### config.mk
export PLATFORM = sky130hd
export DESIGN_NAME = dct_2d
export DESIGN_NICKNAME = d
export VERILOG_FILES = /design/src/rtl/dct2d_pkg.sv /design/src/rtl/dct_mac.sv /design/src/rtl/dct_2d.sv
export SDC_FILE = /design/constraint.sdc
export NUM_CORES = 2
export LEC_CHECK = 0
export BUFFER_PORTS_ARGS = -buffer_cell sky130_fd_sc_hd__buf_2
export CELL_PAD_IN_SITES_DETAIL_PLACEMENT = 1
export CELL_PAD_IN_SITES_GLOBAL_PLACEMENT = 2
export CORE_ASPECT_RATIO = 0.9
export CORE_MARGIN = 2
export CORE_UTILIZATION = 52
export DETAILED_ROUTE_END_ITERATION = 8
export PLACE_DENSITY = 0.84
export SLEW_MARGIN = 10
export SYNTH_ARGS = -nofsm -noshare
export SYNTH_HDL_FRONTEND = slang
export SYNTH_SLANG_ARGS = --single-unit
### constraint.sdc
create_clock -name clk -period 37.4 [get_ports clk]
set_input_delay 7.48 -clock clk [delete_from_list [all_inputs] [get_ports clk]]
set_output_delay 7.48 -clock clk [all_outputs]
set_load 0.05 [all_outputs]
### src/rtl/dct2d_pkg.sv
// Shared constants and FSM state type for the 8x8 forward DCT engine.
package dct2d_pkg;
    localparam int N         = 8;
    localparam int DW        = 16;
    localparam int COEF_FRAC = 14;
    localparam int ACC_W     = 35;

    typedef enum logic [1:0] {IDLE, PASS1, PASS2, DONE} state_t;
endpackage

### src/rtl/dct_mac.sv
// Clear/accumulate MAC with round-half-up, shift by COEF_FRAC and 16-bit reduction.
// Build option DCT2D_SATURATE_EN selects saturation instead of wrap-around truncation.
module dct_mac
    import dct2d_pkg::*;
(
    input  logic                 clk,
    input  logic                 reset,
    input  logic                 acc_en,
    input  logic                 clr,
    input  logic signed [DW-1:0] a,
    input  logic signed [DW-1:0] b,
    output logic signed [DW-1:0] y
);
    localparam logic signed [ACC_W-1:0] HALF = ACC_W'(1) <<< (COEF_FRAC - 1);

    logic signed [2*DW-1:0]  prod;
    logic signed [ACC_W-1:0] acc;
    logic signed [ACC_W-1:0] acc_sum;

    // y reflects the sum including the current product, so the final term
    // can be captured on the same edge that would otherwise clear the accumulator.
`ifdef DCT2D_SATURATE_EN
    localparam logic signed [ACC_W-1:0] SAT_MAX = ACC_W'(32767);
    localparam logic signed [ACC_W-1:0] SAT_MIN = -ACC_W'(32768);
    logic signed [ACC_W-1:0] shifted;

    always_comb begin
        prod    = a * b;
        acc_sum = (clr ? '0 : acc) + ACC_W'(prod);
        shifted = (acc_sum + HALF) >>> COEF_FRAC;
        if (shifted > SAT_MAX)
            y = 16'sh7FFF;
        else if (shifted < SAT_MIN)
            y = 16'sh8000;
        else
            y = shifted[DW-1:0];
    end
`else
    always_comb begin
        prod    = a * b;
        acc_sum = (clr ? '0 : acc) + ACC_W'(prod);
        y       = DW'((acc_sum + HALF) >>> COEF_FRAC);
    end
`endif

    always_ff @(posedge clk) begin
        if (reset)
            acc <= '0;
        else if (acc_en)
            acc <= acc_sum;
    end
endmodule

### src/rtl/dct_2d.sv
// 8x8 forward DCT, Y = C*X*C^T, two sequential passes through one MAC with an internal T buffer.
// Optional build macro DCT2D_SATURATE_EN (in dct_mac) saturates each pass result.
module dct_2d
    import dct2d_pkg::*;
(
    input  logic                 clk,
    input  logic                 reset,
    input  logic                 en,
    output logic                 rdy,
    output logic [5:0]           iaddr,
    input  logic signed [DW-1:0] iq,
    output logic [5:0]           maddr,
    input  logic signed [DW-1:0] mq,
    output logic [5:0]           waddr,
    output logic signed [DW-1:0] wdata,
    output logic                 wwren
);
    state_t state, state_nxt;

    // cnt = {done, pass, i, j, k}: one address issued per cycle across both passes.
    logic [10:0] cnt;
    logic [2:0]  i, j, k;
    logic        issuing;
    logic [5:0]  taddr;

    logic        d1_valid, d1_first, d1_last, d1_pass2;
    logic [5:0]  d1_idx;

    logic signed [DW-1:0] tbuf [N*N];
    logic signed [DW-1:0] t_q;
    logic signed [DW-1:0] mac_a, mac_y;

    // NOTE: every always_comb output gets a default first so no latch is inferred.
    always_comb begin
        i       = cnt[8:6];
        j       = cnt[5:3];
        k       = cnt[2:0];
        issuing = (state == PASS1 || state == PASS2) && !cnt[10];
        iaddr   = {k, j};
        maddr   = cnt[9] ? {j, k} : {i, k};
        taddr   = {i, k};
        rdy     = (state == IDLE);
        mac_a   = d1_pass2 ? t_q : iq;
    end

    always_comb begin
        state_nxt = state;
        case (state)
            IDLE:    if (en) state_nxt = PASS1;
            PASS1:   if (cnt == 11'd511) state_nxt = PASS2;
            PASS2:   if (wwren && waddr == 6'd63) state_nxt = DONE;
            DONE:    state_nxt = IDLE;
            default: state_nxt = IDLE;
        endcase
    end

    // NOTE: sequential state uses non-blocking assignments so every register samples pre-edge values.
    always_ff @(posedge clk) begin
        if (reset) begin
            state    <= IDLE;
            cnt      <= '0;
            d1_valid <= 1'b0;
            d1_first <= 1'b0;
            d1_last  <= 1'b0;
            d1_pass2 <= 1'b0;
            d1_idx   <= '0;
            wwren    <= 1'b0;
            waddr    <= '0;
            wdata    <= '0;
        end else begin
            state <= state_nxt;
            if (state == IDLE)
                cnt <= '0;
            else if (issuing)
                cnt <= cnt + 11'd1;

            // Data stage lags the address stage by the one-cycle RAM latency.
            d1_valid <= issuing;
            d1_first <= (k == 3'd0);
            d1_last  <= (k == 3'd7);
            d1_pass2 <= cnt[9];
            d1_idx   <= {i, j};

            wwren <= d1_valid && d1_last && d1_pass2;
            if (d1_valid && d1_last && d1_pass2) begin
                waddr <= d1_idx;
                wdata <= mac_y;
            end
        end
    end

    // NOTE: the T buffer is scratch storage fully rewritten each run, so it carries no reset.
    always_ff @(posedge clk) begin
        t_q <= tbuf[taddr];
        if (d1_valid && d1_last && !d1_pass2)
            tbuf[d1_idx] <= mac_y;
    end

    dct_mac u_mac (
        .clk    (clk),
        .reset  (reset),
        .acc_en (d1_valid),
        .clr    (d1_first),
        .a      (mac_a),
        .b      (mq),
        .y      (mac_y)
    );
endmodule

==> out/summary.txt <==
fillers - 9324
share of layout cells above drive strength 1 - 21.3%
WP data arrival - 17.35 ns
DR vias - 29500
CTS buffer count - 107
Antenna Cells - 0
Post-CTS Hold Buffers - 0
initial DRC count - 2417
Seq/Total Area, Yosys - 60.1%
CTS root buf - clkbuf_16
GRT overflow - 0
vias in the first global route - 32100
CTS tree - built
area of the multi-input gates - 20000 sq um
main combinational cell family by area after synthesis - multiplexers
IO buf count - 70
skew final - 0.0747 ns
Critical Path Max Stage Delay - 0.61 ns
Most Frequent Cell on Critical Path - fa_1
worst-skew pair later-pin latency - 0.71 ns
DRT Pass-1 Iters - 5
Reg clk slew, reported paths - 0.06 ns
remaining antenna violation count - 0
CP Class - in2reg
adder-cell area share of the yosys netlist - 11.9%
critical path capture point type - register
Tot GR Track Use - 27.0%
Finished Core Util - 58.2%
status - finished clean
Critical Path Start Type - primary input
fmax - 59.8 MHz
library cells used by synthesis - 82
Post-synth EDFFs - 1024
row count - 112
setup violators final - 0
Tcrit/Tclk final - 44.7%
Starting Density - 52.4%
full die area - 107000 sq um
Die H - 310 microns
die width - 344 microns
Final HPWL DP - 91.7 mm
Post-Synth XOR/XNOR Area - 1.44%
Critical Path Slowest Stage Cell - xnor2_1
Std-Cell Core Area - 104000 sq um
clock sinks - 1116
worst endpoint required time - 38.02 ns
fin crit period - 16.72 ns
compound-cell area share of the yosys netlist - 2.59%
largest net degree at the start of global routing - 113
Post-Syn Area per Cell - 16.5 sq um
max-cap viol count - 0
Post-CTS Resized - 0
first-pass GRT wire length - 210 mm
max-slew violations - 0
yosys warns - 0
Layout area overhead - 11.1%
drt wl/cell - 28.8 microns
antenna violations before repair - 12
critical path fanouts, max - 65
FF+latch count, synth - 1116
Syn Nets - 3683
mux cell area share after synthesis - 14.8%
Slew @ Worst Pin - 1.26 ns
via/cell ratio - 6.05
max_slew headroom - 15.7%
Hold Crit Class - reg2reg
Hold Fails Final Rpt - 0
num ports - 71
async set-reset flop share out of synthesis - 0%
CTS Buffer Depth - 3
H-tree depth - 3
final RePlAce weighted congestion - 0.896
Post-Syn Area - 54200 sq um
RSZ-0062 raised after global routing - false
Post-route DRC - 0
top_reg_cell synth - edfxtp_1
number of post-CTS setup repair buffers - 0
Routed WL - 140 mm
setup_tns - 0 ns
Gate Count Post-Synth - 3283
nets - 3804
Seq. cell area - 32600 sq um
post-synthesis simple-gate area fraction - 5.83%
==> cells in the mapped netlist (all sizes together) (8+ instances only) <==
master	number	share of area, %
edfxtp	1024	57
nor2b	56	0.65
and3	8	0.092
xnor2	53	0.87
buf	51	0.44
a211oi	16	0.29
mux2i	46	0.85
nand2b	11	0.13
o21a	11	0.15
a21oi	53	0.49
ha	116	2.7
nand3	26	0.27
nand4	9	0.10
a21o	22	0.30
nand2	194	1.3
nor2	172	1.2
mux2	34	0.71
clkbuf	107	0.74
xor2	30	0.48
and2	112	1.3
mux4	320	13
o21ai	50	0.48
or2	9	0.10
a31oi	11	0.13
fa	249	9.2
nor3	24	0.28
inv	311	2.2
dfxtp	92	3.4
==> path summary, 6_finish.rpt <==
kind	from	endpoint	slack [ns]	cells after the start
worst max-delay path	iq[14]	wdata[15]$_SDFFE_PP0P_	20.68	35
worst min-delay path	d1_idx[0]$_SDFF_PP0_	waddr[0]$_SDFFE_PP0P_	0.48	2
worst max register to register	d1_pass2$_SDFF_PP0_	wdata[15]$_SDFFE_PP0P_	26.79	35
worst min register to register	d1_idx[0]$_SDFF_PP0_	waddr[0]$_SDFFE_PP0P_	0.48	2
==> per-layer routing <==
metal,track usage (%),share of wire [%],vias up,wire length (microns)
met4,8.74,3.0,4,4240
met3,4.11,7.1,257,9880
li1,-,-,12300,-
met2,43.5,48,1117,67500
met5,0,0.016,-,23
met1,38.3,42,15700,58300
==> final cells by class <==
cell class | instances | share of cell area, %
clock buffer | 138 | 4.74
clock inverter | 64 | 1.28
inverter | 311 | 1.94
multi-input combinational | 1698 | 33.2
sequential | 1116 | 54.1
tap | 1368 | 2.84
timing repair buffer | 170 | 1.87
==> worst max-delay path: cells and delay by family <==
family / cells / cell delay [ns]
multiplexers: 1 / 0.42
buffers and inverters: 6 / 0.87
XOR/XNOR: 3 / 0.92
AND/OR/NAND/NOR: 9 / 1.95
adder cells (fa/ha/maj): 8 / 3.84
AO/OA/AOI/OAI: 8 / 1.77
==> sequential cells by signal, indices dropped and copies added (netlist names) <==
register and flops:
tbuf 1024, u_mac.acc 30, t_q 16, wdata 16, cnt 11, d1_idx 6
waddr 6, state 2, d1_first 1, d1_last 1, d1_pass2 1, d1_valid 1
wwren 1
==> placed cells by master (no fill, tap or decap), drive strengths merged, types with 3 or more instances in the layout <==
| master | netlist | final |
|---|---|---|
| a2111oi | 7 | 7 |
| a211o | 4 | 4 |
| a211oi | 16 | 16 |
| a21o | 22 | 22 |
| a21oi | 53 | 53 |
| a31o | 3 | 3 |
| a31oi | 11 | 11 |
| and2 | 112 | 112 |
| and3 | 8 | 8 |
| buf | 51 | 170 |
| bufinv | 0 | 14 |
| clkbuf | 107 | 138 |
| clkinv | 0 | 44 |
| clkinvlp | 0 | 5 |
| dfxtp | 92 | 92 |
| edfxtp | 1024 | 1024 |
| fa | 249 | 249 |
| ha | 116 | 116 |
| inv | 311 | 312 |
| mux2 | 34 | 34 |
| mux2i | 46 | 46 |
| mux4 | 320 | 320 |
| nand2 | 194 | 194 |
| nand2b | 11 | 11 |
| nand3 | 26 | 26 |
| nand3b | 4 | 4 |
| nand4 | 9 | 9 |
| nor2 | 172 | 172 |
| nor2b | 56 | 56 |
| nor3 | 24 | 24 |
| nor3b | 3 | 3 |
| o211ai | 6 | 6 |
| o21a | 11 | 11 |
| o21ai | 50 | 50 |
| o21bai | 3 | 3 |
| or2 | 9 | 9 |
| or3 | 5 | 5 |
| xnor2 | 53 | 53 |
| xor2 | 30 | 30 |
==> through the flow <==
step	hold slack (ns)	worst slack, ns	cell area, sq um	cells
global route	0.493	20.07	60200	4865
CTS	0.472	20.72	60200	4865
floorplan	0.441	20.21	54200	3283
global placement	0.446	20.26	56600	4663
finish	0.480	20.68	60200	4865
detailed placement	0.465	20.02	56600	4663
==> cell families after synthesis <==
kind of cell / Yosys count
AOI/OAI and AO/OA: 205
xor gates and xnor gates: 85
adders and majority gates: 365
buffers and inverters: 469
DFF: 1116
muxes: 400
and+or+nand+nor: 643
Power is left out: the tool's default activity adds up to more than one toggle a clock period on the data nets, which glitch-free logic cannot reach.
